## src/rtl/actor_step_scheduler.sv

```systemverilog
// Frame tick generator and per-frame actor step scheduler: fractional speed accumulators
// decide which actors advance, and due steps are issued one at a time over valid/ready.
module actor_step_scheduler #(
    parameter int CLK_HZ     = 25000000,
    parameter int FRAME_HZ   = 60,
    parameter int NUM_ACTORS = 5,
    parameter int SPEED_W    = 7,
    parameter int SPEED_FULL = 100
) (
    input  logic                            clk,
    input  logic                            reset,
    input  logic                            enable,
    input  logic                            pause,
    input  logic [NUM_ACTORS*SPEED_W-1:0]   speed,
    input  logic                            step_ready,
    input  logic                            overrun_clr,
    output logic                            frame_tick,
    output logic                            step_valid,
    output logic [$clog2(NUM_ACTORS)-1:0]   step_id,
    output logic                            busy,
    output logic                            overrun
);
    localparam int DIV   = CLK_HZ / FRAME_HZ;
    localparam int CNT_W = (DIV > 1) ? $clog2(DIV) : 1;
    localparam int ID_W  = $clog2(NUM_ACTORS);
    localparam int ACC_W = SPEED_W + 1;
    localparam int SUM_W = SPEED_W + 2;
    localparam logic [CNT_W-1:0] CNT_LAST = CNT_W'(DIV - 1);
    localparam logic [ID_W-1:0]  ID_LAST  = ID_W'(NUM_ACTORS - 1);
    localparam logic [SUM_W-1:0] FULL     = SUM_W'(SPEED_FULL);

    typedef enum logic [1:0] {
        IDLE,
        SCAN,
        ISSUE
    } state_t;

    state_t                        state_q, state_d;
    logic [CNT_W-1:0]              cnt_q, cnt_d;
    logic                          frame_tick_q;
    logic [ID_W-1:0]               idx_q, idx_d;
    logic [NUM_ACTORS*SPEED_W-1:0] snap_q, snap_d;
    logic [ACC_W-1:0]              acc_q [NUM_ACTORS];
    logic [ACC_W-1:0]              acc_d [NUM_ACTORS];
    logic                          step_valid_q, step_valid_d;
    logic [ID_W-1:0]               step_id_q, step_id_d;
    logic                          overrun_q, overrun_d;

    logic                          tick_int;
    logic [SPEED_W-1:0]            cur_speed;
    logic [SUM_W-1:0]              eff_speed;
    logic [SUM_W-1:0]              sum;

    always_comb begin
        tick_int = (cnt_q == CNT_LAST);
        cnt_d    = tick_int ? '0 : cnt_q + CNT_W'(1);
    end

    // Speeds above full are clamped so an actor never takes two steps in one frame.
    always_comb begin
        cur_speed = snap_q[int'(idx_q)*SPEED_W +: SPEED_W];
        eff_speed = (SUM_W'(cur_speed) > FULL) ? FULL : SUM_W'(cur_speed);
        sum       = SUM_W'(acc_q[idx_q]) + eff_speed;
    end

    always_comb begin
        state_d      = state_q;
        idx_d        = idx_q;
        snap_d       = snap_q;
        acc_d        = acc_q;
        step_valid_d = step_valid_q;
        step_id_d    = step_id_q;
        overrun_d    = overrun_q;

        case (state_q)
            IDLE: begin
                if (tick_int && enable && !pause) begin
                    snap_d  = speed;
                    idx_d   = '0;
                    state_d = SCAN;
                end
            end
            SCAN: begin
                if (sum >= FULL) begin
                    acc_d[idx_q] = ACC_W'(sum - FULL);
                    step_valid_d = 1'b1;
                    step_id_d    = idx_q;
                    state_d      = ISSUE;
                end else begin
                    acc_d[idx_q] = ACC_W'(sum);
                    if (idx_q == ID_LAST) begin
                        state_d = IDLE;
                    end else begin
                        idx_d = idx_q + ID_W'(1);
                    end
                end
            end
            ISSUE: begin
                if (step_ready) begin
                    step_valid_d = 1'b0;
                    if (idx_q == ID_LAST) begin
                        state_d = IDLE;
                    end else begin
                        idx_d   = idx_q + ID_W'(1);
                        state_d = SCAN;
                    end
                end
            end
            default: state_d = IDLE;
        endcase

        // A tick landing mid-scan is dropped; setting takes priority over clearing.
        if (overrun_clr) begin
            overrun_d = 1'b0;
        end
        if (tick_int && (state_q != IDLE)) begin
            overrun_d = 1'b1;
        end

        if (!enable) begin
            state_d      = IDLE;
            step_valid_d = 1'b0;
            for (int i = 0; i < NUM_ACTORS; i++) begin
                acc_d[i] = '0;
            end
        end
    end

    always_ff @(posedge clk or negedge reset) begin
        if (!reset) begin
            state_q      <= IDLE;
            cnt_q        <= '0;
            frame_tick_q <= 1'b0;
            idx_q        <= '0;
            snap_q       <= '0;
            step_valid_q <= 1'b0;
            step_id_q    <= '0;
            overrun_q    <= 1'b0;
            for (int i = 0; i < NUM_ACTORS; i++) begin
                acc_q[i] <= '0;
            end
        end else begin
            state_q      <= state_d;
            cnt_q        <= cnt_d;
            frame_tick_q <= tick_int;
            idx_q        <= idx_d;
            snap_q       <= snap_d;
            step_valid_q <= step_valid_d;
            step_id_q    <= step_id_d;
            overrun_q    <= overrun_d;
            for (int i = 0; i < NUM_ACTORS; i++) begin
                acc_q[i] <= acc_d[i];
            end
        end
    end

    assign frame_tick = frame_tick_q;
    assign step_valid = step_valid_q;
    assign step_id    = step_id_q;
    assign busy       = (state_q != IDLE);
    assign overrun    = overrun_q;

endmodule

```

## config.mk

```make
export PLATFORM = sky130hd
export DESIGN_NAME = actor_step_scheduler
export DESIGN_NICKNAME = d
export VERILOG_FILES = /design/src/rtl/actor_step_scheduler.sv
export SDC_FILE = /design/constraint.sdc
export NUM_CORES = 1
export LEC_CHECK = 0
export BUFFER_PORTS_ARGS = -buffer_cell sky130_fd_sc_hd__buf_2
export CAP_MARGIN = 40
export CORE_MARGIN = 5
export CORE_UTILIZATION = 38
export CTS_BUF_LIST = sky130_fd_sc_hd__clkbuf_8
export DETAILED_ROUTE_END_ITERATION = 8
export PLACE_DENSITY_LB_ADDON = 0.08
export SLEW_MARGIN = 40
export SYNTH_ARGS = -nofsm -noshare
export SYNTH_HDL_FRONTEND = slang
export SYNTH_SLANG_ARGS = --single-unit
```

## constraint.sdc

```tcl
create_clock -name clk -period 7.25 [get_ports clk]
set_input_delay 0.3625 -clock clk [delete_from_list [all_inputs] [get_ports clk]]
set_output_delay 0.3625 -clock clk [all_outputs]
set_load 0.05 [all_outputs]
```

==> metrics.md <==
| Metric | Value |
|---|---|
| GRT met2 Usage | 0.281 |
| Critical path type | reg2reg |
| Chip height | between 100 and 150 um |
| CTS root buffer | clkbuf_8 |
| Rows | 44 |
| CTS buffer count | 9 |
| Hold Vio Cnt, Final | 0 |
| Clock transition at path regs | 0.11 ns |
| Slew Viols, Final | 0 |
| Hold Path Class | in2reg |
| Synth area leaders | dfrtp_1 48%, mux2_2 8.2%, mux2i_1 4.0% |
| Post-synthesis sequential area ratio | 0.477 |
| RSZ-0062 raised after global routing | no |
| I/O Pins | 48 |
| First-pass DRT Iterations | 4 |
| Power density cells | 245 nW/um^2 |
| Die ar. | 17,000 um^2 |
| Post-synth top flop | dfrtp_1 |
| CTS H-tree lvls | 3 |
| Post-route clock skew | 0.0133 ns |
| Final worst path period need | 5.15 ns |
| Slew @ Worst Pin | 0.887 ns |
| Tot GR Track Use | 0.177 |
| Yosys cell types | 55 |
| Starting Density | 0.383 |
| Post-DP HPWL | 10,000 um |
| Outcome | finished clean |
| Area of the multi-input gates | 2780 um^2 |
| Worst-path fanout max | 19 |
| Max Freq | 194 MHz |
| Total power | 1510 uW |
| Met3 usage | 0.0472 |
| Cell total after placement | about 740 |
| Final setup violation count | 0 |
| # nets final | 624 |
| Setup bufs post-CTS | 0 |
| Pin count of the biggest net entering global routing | between 60 and 70 |
| IO Port Bufs | between 40 and 50 |
| Bufs and invs on worst path | 1 |
| DP Worst Slack | 1.92 ns |
| CP max stage delay | between 0.7 and 0.8 ns |
| Synth-to-layout area growth | 12.1% |
| Total number of yosys warnings | 0 |
| Type of origin of the critical path | flop |
| Layout cells sized above 1 | 0.221 |
| GR peak layer | met2 |
| Met1 usage | 0.244 |
| Number of flops mapped to enable cells by yosys | 0 |
| Max_slew headroom | 0.404 |
| Wire per inst | between 15 and 20 um |
| Arr. time, crit path | 5.47 ns |
| Core area | 14,400 um^2 |
| Diode count | 0 |
| Syn Inst Count | 521 |
| Number of global-route vias before repair | ~4,300 |
| Post-DRT Antenna Nets | 0 |
| CP endpoint kind | flop |
| Vias/cell | between 5 and 6 |
| Post_cts resized | 0 |
| Fill cells | 1,401 |
| Grt ovf | 0 |
| DRC Markers | 0 |
| CTS max path bufs | 2 |
| Post-Route WL | 14,200 um |
| Post-synthesis async set-or-reset flop share | 1.00 |
| Synth top area share | 0.477 |
| Clock latency on the worst-skew pair | between 0.3 and 0.4 ns |
| Max rail drop VDD | 0.120 mV |
| Post-route core utilization | 0.430 |
| Leading area contributor after synthesis | dfrtp_1 |
| Most common cell after layout, fill and taps aside | dfrtp_1 |
| #FFs+latches synth | 105 |
| Final worst slack | around 2.1 ns |
| Critical path, cell by cell | nor2b_1, a21oi_1, o22ai_1, nand2_1, a31oi_1, a21oi_1, ha_1, inv_1, fa_1, nor2b_1, o221a_1, o311a_1, or3_1, o22ai_4, mux2i_1, a22o_1 |
| Starting DRT DRC Count | 200 |
| Crit path required time | about 7.6 ns |
| Die span in x | 130 um |
| Pleak | 0.00285 uW |
| First-pass GRT wire length | 23,100 um |
| GPL Wtd Cong | 0.870 |
| Mapped Nets | 580 |
| Setup TNS | 0 ns |
| Clock sinks | 105 |
| Final cell count without fillers | roughly 750 |
| Initial antenna violation count | 0 |
| FF/Latch Area | 2630 um^2 |
| Max-cap viol count | 0 |
| CP top delay family | compound AO/OA/AOI/OAI gates |
| Worst path slowest cell | dfrtp_1 |
| CTS tree | yes |
| Final period util | 0.710 |
| Syn avg cell area | 10.6 um^2 |
| Mapped Area | 5510 um^2 |
| Routed vias | between 4,000 and 5,000 |
| Most frequent cells in the layout | 105 x dfrtp_1, 49 x nand2_1, 46 x buf_2 |
==> timing repair <==
item / in CTS / in global routing
hold endpoints to repair: 34 / 0
hold buffers: 1 / 0
setup endpoints to repair: 0 / 0
==> Yosys cell counts (all sizes together) (6+ instances only) <==
master,count
clkbuf,15
nand3,18
buf,6
mux2,40
ha,17
a22o,21
nor2,46
xor2,13
nor3,8
a211oi,6
mux2i,22
a21oi,24
nand2,49
dfrtp,105
nor2b,6
o21ai,23
and3,9
inv,13
o22ai,6
xnor2,10
==> report_power, final <==
part / leakage [uW] / switching [uW] / total [uW] / internal (uW)
sequential: 0.00145 / 23.0 / 623 / 600
combinational: 0.00131 / 363 / 527 / 164
clock: 0.0000957 / 222 / 361 / 140
==> final timing paths <==
kind | from | endpoint | slack, ns | cells after the start
worst max-delay path | idx_q[1]$_DFFE_PN0P_ | acc_q[27]$_DFFE_PN0P_ | 2.10 | 16
worst min-delay path | speed[14] | snap_q[14]$_DFFE_PN0P_ | 0.20 | 2
worst max register to register | idx_q[1]$_DFFE_PN0P_ | acc_q[27]$_DFFE_PN0P_ | 2.10 | 16
worst min register to register | acc_q[14]$_DFFE_PN0P_ | acc_q[14]$_DFFE_PN0P_ | 0.49 | 2
max in group asynchronous | reset | snap_q[27]$_DFFE_PN0P_ | 5.75 | 3
min in group asynchronous | reset | acc_q[36]$_DFFE_PN0P_ | 0.52 | 2
==> cell type report <==
| type | instances | area share |
|---|---|---|
| clock buffer | 10 | 0.0223 |
| sequential | 105 | 0.426 |
| multi-input combinational | 379 | 0.450 |
| inverter | 16 | 0.00973 |
| clock inverter | 5 | 0.00750 |
| timing repair buffer | 54 | 0.0480 |
| tap | 184 | 0.0373 |
==> sequential cells by signal, summed over array words and instances, names as in the netlist <==
signal and flops:
idx_q 3, step_valid 1, cnt_q 19, snap_q 35, acc_q 40, frame_tick 1, step_id 3, state_q 2
overrun 1
==> cells by family after synthesis <==
kind of cell | after synthesis | synth area share
simple gates | 162 | 0.139
compound gates | 110 | 0.141
flops | 105 | 0.477
mux | 66 | 0.138
buf+inv | 37 | 0.0261
xor+xnor | 23 | 0.0366
fa+ha+maj | 18 | 0.0423
==> stage by stage <==
| step | hold WS, ns | cell area, um^2 |
|---|---|---|
| after floorplan | 0.0669 | 5510 |
| after global placement | 0.410 | 5940 |
| after detailed placement | 0.417 | 5970 |
| after CTS | 0.168 | 6160 |
| after global routing | 0.158 | 6170 |
| final | 0.196 | 6170 |
==> routing by layer <==
| metal | part of all wire | wire length (um) |
|---|---|---|
| met2 | 0.47 | 6750 |
| met5 | 0 | 0 |
| met3 | 0.057 | 805 |
| met1 | 0.46 | 6490 |
| met4 | 0.012 | 176 |
No activity file was read; power rests on OpenSTA's default activity.
